<file path="src/rtl/fifo_rr_drain.sv">
// Round-robin drain scheduler: grants one of NQ source FIFOs at a time for bursts of
// up to BURST pops, and registers each popped word onto a valid/ready stage tagged with its queue ID.
module fifo_rr_drain #(
    parameter int NQ    = 4,
    parameter int DW    = 24,
    parameter int BURST = 4,
    parameter int QW    = $clog2(NQ)
) (
    input  logic             clk,
    input  logic             rst_n,
    input  logic [NQ-1:0]    q_en,
    input  logic [NQ-1:0]    q_vld,
    input  logic [NQ*DW-1:0] q_data,
    output logic [NQ-1:0]    q_pop,
    output logic             out_vld,
    output logic [DW-1:0]    out_data,
    output logic [QW-1:0]    out_qid,
    input  logic             out_rdy,
    output logic             busy
);

    localparam int BCW = $clog2(BURST + 1);
    localparam logic [BCW-1:0] BURST_LAST = BCW'(BURST - 1);
    localparam logic [QW-1:0]  LAST_Q     = QW'(NQ - 1);

    typedef enum logic {
        IDLE,
        SERVE
    } state_t;

    state_t         state, state_nxt;
    logic [QW-1:0]  cur, ptr, cur_inc;
    logic [BCW-1:0] burst_cnt;
    logic [NQ-1:0]  elig;
    logic [DW-1:0]  q_word [NQ];
    logic [QW-1:0]  winner, hi_idx, lo_idx;
    logic           hi_hit, lo_hit, win_vld;
    logic           cur_ok, can_load, pop, serve_exit;

    always_comb begin
        for (int unsigned i = 0; i < NQ; i++) begin
            q_word[i] = q_data[i*DW +: DW];
        end
    end

    assign elig = q_vld & q_en;

    // Rotating priority from ptr: the lowest eligible index at or above ptr wins,
    // otherwise the lowest eligible index below it. Wraps at NQ, not at 2**QW.
    always_comb begin
        hi_hit = 1'b0;
        lo_hit = 1'b0;
        hi_idx = '0;
        lo_idx = '0;
        for (int unsigned i = NQ; i > 0; i--) begin
            if (elig[i-1]) begin
                if ((i - 1) >= 32'(ptr)) begin
                    hi_hit = 1'b1;
                    hi_idx = QW'(i - 1);
                end else begin
                    lo_hit = 1'b1;
                    lo_idx = QW'(i - 1);
                end
            end
        end
        win_vld = hi_hit | lo_hit;
        winner  = hi_hit ? hi_idx : lo_idx;
    end

    assign cur_ok     = q_vld[cur] && q_en[cur];
    assign can_load   = !out_vld || out_rdy;
    assign pop        = (state == SERVE) && can_load && cur_ok;
    assign serve_exit = !cur_ok || (pop && (burst_cnt == BURST_LAST));
    assign cur_inc    = (cur == LAST_Q) ? '0 : cur + 1'b1;

    always_ff @(posedge clk) begin
        if (!rst_n) begin
            state <= IDLE;
        end else begin
            state <= state_nxt;
        end
    end

    always_comb begin
        state_nxt = state;
        case (state)
            IDLE:    if (win_vld)    state_nxt = SERVE;
            SERVE:   if (serve_exit) state_nxt = IDLE;
            default: state_nxt = IDLE;
        endcase
    end

    always_comb begin
        q_pop = '0;
        if (rst_n && pop) begin
            q_pop[cur] = 1'b1;
        end
        busy = (state == SERVE);
    end

    // A load and a downstream accept may share a cycle, so load takes priority over clearing out_vld.
    always_ff @(posedge clk) begin
        if (!rst_n) begin
            cur       <= '0;
            ptr       <= '0;
            burst_cnt <= '0;
            out_vld   <= 1'b0;
            out_data  <= '0;
            out_qid   <= '0;
        end else begin
            if (state == IDLE && win_vld) begin
                cur       <= winner;
                burst_cnt <= '0;
            end
            if (state == SERVE && serve_exit) begin
                ptr <= cur_inc;
            end
            if (pop) begin
                out_data  <= q_word[cur];
                out_qid   <= cur;
                out_vld   <= 1'b1;
                burst_cnt <= burst_cnt + 1'b1;
            end else if (out_rdy) begin
                out_vld <= 1'b0;
            end
        end
    end

endmodule

</file>
<file path="config.mk">
export PLATFORM = sky130hd
export DESIGN_NAME = fifo_rr_drain
export DESIGN_NICKNAME = d
export VERILOG_FILES = /design/src/rtl/fifo_rr_drain.sv
export SDC_FILE = /design/constraint.sdc
export NUM_CORES = 1
export LEC_CHECK = 0
export ABC_AREA = 1
export CAP_MARGIN = 20
export CELL_PAD_IN_SITES_DETAIL_PLACEMENT = 1
export CELL_PAD_IN_SITES_GLOBAL_PLACEMENT = 2
export CORE_MARGIN = 4
export CORE_UTILIZATION = 19
export DETAILED_ROUTE_END_ITERATION = 10
export GPL_TIMING_DRIVEN = 0
export PLACE_DENSITY_LB_ADDON = 0.1
export SLEW_MARGIN = 20
export SYNTH_ARGS = -nofsm -noshare
export SYNTH_HDL_FRONTEND = slang
export SYNTH_SLANG_ARGS = --single-unit
</file>
<file path="constraint.sdc">
create_clock -name clk -period 2.9 [get_ports clk]
set_input_delay 0.58 -clock clk [delete_from_list [all_inputs] [get_ports clk]]
set_output_delay 0.58 -clock clk [all_outputs]
set_load 0.01 [all_outputs]
</file>
# Word-level counts from Yosys, hierarchy flattened
# Index checks and enable logic that the tools add are counted.
# totals
inputBits	107
elab_cells	80
register_bits	35
out_inout_bits	32
# op_classes
eq_ne	2
magnitude_cmp	6
n_bitwise	4
mux	45
add_sub_neg	2
n_reduce_logical	14
# op_table
operator	count
binary-select mux 24 bit (select 2 bit)	1
2-to-1 mux 24 bit	2
2-to-1 mux 2 bit	15
2-to-1 mux 1 bit	20
logical AND 1 bit	8
2-to-1 mux 3 bit	2
AND 4 bit	1
binary-select mux 1 bit (select 2 bit)	2
greater-or-equal comparator 1 x 2 -> 1 bit (first input constant)	2
2-to-1 mux 4 bit	1
nonzero test 2 bit	2
adder 3 x 1 -> 3 bit (second input constant)	1
== test 3 x 2 -> 1 bit (second input constant)	1
greater-or-equal comparator 3 bit (second input constant)	1
less-than comparator 2 x 3 -> 1 bit (second input constant)	1
inverter 2 -> 3 bit	1
adder 2 x 1 -> 2 bit (second input constant)	1
demux 1 bit (select 2 bit)	1
== test 2 bit (second input constant)	1
greater-or-equal comparator 2 x 1 -> 1 bit (second input constant)	1
greater-or-equal comparator 2 bit (first input constant)	1
zero test 1 bit	2
logical OR 1 bit	2
one-hot mux 1 bit (2 select lines)	1
other kinds (2)	2

# Longest topological paths before layout
# Gate-level depths: netlist of the first run.
# depth
word_depth	12
depth_mapped	11
mapped_depth_nobuf	10

# Worst setup path before layout of the first run
# OpenSTA, ideal clock, no wires.
# synth_timing
path_type	input to output
from	input port q_vld[0]
to	output port q_pop[0]
stages	6
path_buffers	0
slack_ps	1053
arrival_time_ps	1267
path_cell_list	nand2_1 -> nand2_1 -> nand3_2 -> nand2_4 -> nand3_1 -> nor2_1
# synth_via
elab_chain_cells	6
# synth_rtl
item	line	rtl
from (decl)	12	input logic [NQ-1:0] q_vld,
binary-select mux 1 bit (select 2 bit)	70	assign cur_ok = q_vld[cur] && q_en[cur];
2-to-1 mux 1 bit (not written as such)	70	
logical AND 1 bit	70	
logical AND 1 bit	72	assign pop = (state == SERVE) && can_load && cur_ok;
logical AND 1 bit	95	if (rst_n && pop) begin
2-to-1 mux 4 bit	95	
to (decl)	14	output logic [NQ-1:0] q_pop,
# Every way passes these cells. The select of a mux whose other input is x is not followed.

# Final worst setup path of the first run
# layout_timing
from	input port q_vld[1]
to	output port q_pop[0]
# The elaborated chain is that of the path after synthesis.

==> impl_metrics.yaml, run 1 <==
status:
  status: "complete, no violations"
timing:
  slew_headroom_pct: 62.4
  worstMarginPinSlew_ns: 0.565
  finalHoldViolCount: 0
  slew_violations: 0
  fin_worst_skew_ns: 0.00693
  min_period_ns: 2.41
  finalSetupViolCount: 0
  max_freq_mhz: 415
  rsz0062_at_grt: "false"
  timing.final.crit_share_pct: 83.1
worst_setup_path:
  arrival_ns: 1.83
  r2r_slack_ns: 1.09
  startpoint: "q_vld[1]"
  timing.rr.end: "out_data[15]"
  end_kind: "output pin"
  reg2reg_from: "cur[1]"
  crit_type: "in -> out"
  cp_max_fo: 6
  r2r_cells: 6
  worstPathRequired_ns: 2.32
  start_kind: "input pin"
logic_synthesis:
  yosys_most_used_dff: "dfxtp_1"
  ys_warn_count: 0
  syn_inst: 355
  synth-edff-count: 0
  ys_top_cells_by_area: "dfxtp_1 31%, o21ai_0 11%, nor2_1 11%"
  netlist.area_leader.share_pct: 30.5
  ys_types: 24
  synth-seq-cells: 35
  synthesis.area_um2: 2300
  syn_area_per_cell_um2: 6.47
  async_flop_share_pct: 0
  synth_nets: 468
  synth_area_leader_cell: "dfxtp_1"
  ys_seq_area_share_pct: 30.5
  synth_common_cells: "65 x nor2_1, 58 x nand2_1, 52 x o21ai_0"
  yosysMostFrequentCell: "nor2_1"
cts:
  clk_latency_ns: 0.28
  clk_pin_slew_worst_paths_ns: 0.06
  numCtsBuffers: 5
  cts.path.max_buffers: 2
  htree_num_levels: 2
  cts_tree: "done"
  cts_root_buf: "clkbuf_16"
  post_cts_buffers: 0
  cts.sinks: 35
route:
  dr.first_iter.drc_count: 67
  wirelength_um: 11000
  avgViaCountPerCell: 4.57
  firstDrtPassIters: 4
  route.detailed.drc: 0
  vias: 2941
  avgRoutedWirePerCell_um: 17.1
  antenna_left: 0
die:
  die_w_um: 118
  start_util_pct: 19.8
  dieArea_um2: 13900
  num_rows: 39
  core_um2: 11600
  ios: 139
  die_h_um: 118
global_routing:
  grt_max_degree: 12
  antenna_found_initial: 0
  grt_pass1_vias: 3173
  grt_pass1_wl_um: 17800
  grt.overflow.total: 0
  grt_use_total_pct: 15.8
cells_and_area:
  layout-drive-gt1-share_pct: 7.78
  regArea_um2: 701
  fin_nets: 613
  fin_area_um2: 4040
  areaGrowthSynthToFinish_pct: 75.7
  multi_input_area_um2: 1380
  nFillCells: 1449
  diodes: 0
  final_cell_count_no_fill: 644
pwr:
  ir_drop_v: 0.000218
  p_leak_uw: 0.00160
  p_per_area_nw_per_um2: 506
placement:
  globalplace.congestion: 0.737
  port_buffers: 138
  dp_cells: 636
  dpl-instance-area_um2: 3860
  hpwl_um: 8480
min_path:
  worstHoldEndpoint: "out_data[9]"
  whs_path_depth: 2
  min-delay-start: "out_data[9]"
  hold_path.class: "reg -> reg"
flow_run:
  max_cap_viol_count: 0
[cell usage in the layout, fill, tap and decap left out, drive strengths merged, types with 2 or more instances in the layout]
cell	n
clkdlybuf4s50	134
ha	6
dlymetal6s2s	4
a21oi	30
nand2	64
nor2	65
clkbuf	18
nand4	2
dfxtp	35
nand3	32
buf	16
inv	16
o22ai	24
o21ai	52
[routing by layer]
metal	part of all wire [%]	GRT usage, %	vias up
li1	-	-	1491
met1	49	21.6	1356
met5	0	0	-
met3	6.2	4.95	4
met4	0.73	3.08	0
met2	44	24.7	90
[logic make-up after synthesis]
kind of cell             Yosys count  share of synthesized area (%)
flip-flops                        35                           30.5
AO/OA/AOI/OAI                    106                           24.9
buffers and inverters             43                           10.1
adder cells (fa/ha/maj)            6                           3.27
AND/OR/NAND/NOR                  165                           31.2
[area by class of cell]
cell class	instances	area share [%]
Inverter	17	1.58
Tap cell	143	4.43
Multi-Input combinational cell	277	34.1
Buffer	26	4.19
Timing Repair Buffer	138	34.5
Sequential cell	35	17.4
Clock buffer	8	3.88
[sequential cells by signal, summed over array words and instances (netlist names)]
name / count
ptr: 2
cur: 2
burst_cnt: 3
busy: 1
out_qid: 2
out_vld: 1
out_data: 24
[worst max-delay path: stages]
cell and delay (ns):
clkdlybuf4s50_1 0.48, nand2_1 0.11, nand2_1 0.09, nand3_2 0.08
nand2_4 0.13, nand3_4 0.10, nor2_1 0.09, dlymetal6s2s_1 0.16
[repair_timing]
action | 4_1_cts | 5_1_grt
resized for setup | 1 | 5
hold buffers | 0 | 0
setup endpoints to repair | 4 | 4
[how the worst max path moves through the flow]
stage / to
2_1_floorplan: q_pop[0]
3_3_place_gp: q_pop[0]
3_5_place_dp: q_pop[0]
4_1_cts: q_pop[0]
5_1_grt: q_pop[2]
6_report: q_pop[0]
[through the flow]
| stage | util [%] | setup TNS [ns] | hold WS (ns) | power [µW] | setup slack, ns |
|---|---|---|---|---|---|
| 2_1_floorplan | - | 0 | 0.435 | 1060 | 1.05 |
| 3_3_place_gp | 33.2 | -0.211 | 0.446 | 1480 | -0.0582 |
| 3_5_place_dp | 33.2 | -0.280 | 0.456 | 1480 | -0.0733 |
| 4_1_cts | 34.6 | 0 | 0.465 | 2060 | 0.0163 |
| 5_1_grt | 34.7 | 0 | 0.490 | 2180 | 0.345 |
| 6_report | 34.7 | 0 | 0.463 | 2040 | 0.490 |
[where the power goes]
group | leakage, µW | switching [µW] | internal [µW]
Clock | 0.0000772 | 216 | 366
Sequential | 0.000285 | 42.6 | 532
Combinational | 0.00124 | 481 | 403
Total | 0.00160 | 739 | 1300
No activity file was read; power rests on OpenSTA's default activity.
==> inputs of run 2 (changes only) <==
--- a/config.mk
+++ b/config.mk
@@ -10,7 +10,7 @@
 export CELL_PAD_IN_SITES_DETAIL_PLACEMENT = 1
 export CELL_PAD_IN_SITES_GLOBAL_PLACEMENT = 2
 export CORE_MARGIN = 4
-export CORE_UTILIZATION = 19
+export CORE_UTILIZATION = 16
 export DETAILED_ROUTE_END_ITERATION = 10
 export GPL_TIMING_DRIVEN = 0
 export PLACE_DENSITY_LB_ADDON = 0.1
==> constraint.sdc (replaced) <==
create_clock -name clk -period 2.1 [get_ports clk]
set_input_delay 0.42 -clock clk [delete_from_list [all_inputs] [get_ports clk]]
set_output_delay 0.42 -clock clk [all_outputs]
set_load 0.01 [all_outputs]
==> impl_metrics.yaml, run 2 (synthesis results as in run 1) <==
worst_setup_path:
  reg2reg_from: "cur[0]"
  startpoint: "q_vld[0]"
  r2r_cells: 6
  arrival_ns: 1.60
  end_kind: "output pin"
  start_kind: "input pin"
  worstPathRequired_ns: 1.68
  cp_max_fo: 5
  crit_type: "in -> out"
timing:
  timing.final.crit_share_pct: 96.1
  slew_headroom_pct: 54.8
  timing.hold.ws_ns: 0.465
  rsz0062_at_grt: "false"
  setup_tns_ns: 0
  finalSetupViolCount: 0
  max_freq_mhz: 495
  slew_violations: 0
  fin_worst_skew_ns: 0.00588
  min_period_ns: 2.02
  worstMarginPinSlew_ns: 0.678
  finalHoldViolCount: 0
min_path:
  whs_path_depth: 2
  min-delay-start: "out_data[0]"
  hold_path.class: "reg -> reg"
cells_and_area:
  largest_register: "out_data"
  final_cell_mix: "134 x clkdlybuf4s50_1, 64 x nor2_1, 56 x nand2_1"
  fin_area_um2: 4080
  fin_nets: 615
  areaGrowthSynthToFinish_pct: 77.5
  final_common_cell: "clkdlybuf4s50_1"
  diodes: 0
  largest_reg_flops: 24
  reg_top3: "out_data (24), burst_cnt (3)"
  layout-drive-gt1-share_pct: 9.76
  utilization_pct: 29.1
global_routing:
  grt_pass1_vias: 3294
  grt_use_total_pct: 14.7
  top_usage_layer: "met2"
  grt_pass1_wl_um: 18800
  grt.overflow.total: 0
  grtUsageMet1_pct: 19.5
  antenna_found_initial: 0
  use_met3_pct: 3.29
  grt.met2_usage_pct: 24.4
  grt_max_degree: 12
cts:
  cts_root_buf: "clkbuf_16"
  clk_latency_ns: 0.28
  cts.sinks: 35
  numCtsBuffers: 5
  cts.path.max_buffers: 2
  clk_pin_slew_worst_paths_ns: 0.05
  cts_tree: "done"
  htree_num_levels: 2
  ctsHoldBuffers: 0
die:
  core_um2: 14000
  start_util_pct: 16.4
  num_rows: 43
  die_w_um: 128
  ios: 139
  die_h_um: 128
  dieArea_um2: 16300
pwr:
  ir_drop_v: 0.000211
  p_per_area_nw_per_um2: 689
  power_uw: 2810
  p_leak_uw: 0.00154
route:
  vias: 2990
  antenna_left: 0
  avgViaCountPerCell: 4.38
  dr.first_iter.drc_count: 93
  firstDrtPassIters: 4
  avgRoutedWirePerCell_um: 17.6
  wirelength_um: 12000
  route.detailed.drc: 0
placement:
  globalplace.congestion: 0.719
  dpl-instance-area_um2: 3900
  hpwl_um: 9160
  port_buffers: 138
status:
  status: "complete, no violations"
flow_run:
  max_cap_viol_count: 0
-- run 2: layout make-up --
type                            instances  area [µm²]
Sequential cell                        35         702
Timing Repair Buffer                  140        1380
Fill cell                            1730        9910
Clock buffer                            6         139
Multi-Input combinational cell        277        1380
Clock inverter                          1        5.00
Inverter                               17        63.8
Tap cell                              180         225
Buffer                                 26         181
-- run 2: final timing paths --
path	slack [ns]	endpoint
worst min-delay path	0.46	out_data[0]
worst max-delay path	0.08	q_pop[3]
worst max register to register	0.25	out_data[0]
worst min register to register	0.46	out_data[0]
-- run 2: critical path, cell delays in order --
cell	delay [ns]
clkdlybuf4s50_1	0.47
nand2_2	0.09
nand2_1	0.09
nand3_2	0.10
nand2_4	0.09
nand3_4	0.09
nor2_1	0.11
buf_2	0.13
-- run 2: per-layer routing --
layer | share of wire [%] | wire [µm]
met2 | 47 | 5590
met1 | 47 | 5640
met5 | 0 | 0
met3 | 5.4 | 646
met4 | 1.1 | 138
-- run 2: repair_timing --
item,4_1_cts,5_1_grt
pin swaps,2,0
gates resized for setup,24,2
setup endpoints to repair,4,1
buffers inserted,2,0
-- run 2: power breakdown --
group | internal (µW) | switching, µW
clock | 463 | 293
combinational | 571 | 687
sequential | 735 | 59.5
-- run 2: stage by stage --
step | std cells | setup WS, ns
6_report | 682 | 0.0810
3_3_place_gp | 673 | -0.567
5_1_grt | 682 | 0.000622
4_1_cts | 682 | 0.0787
2_1_floorplan | 355 | 0.558
3_5_place_dp | 673 | -0.588
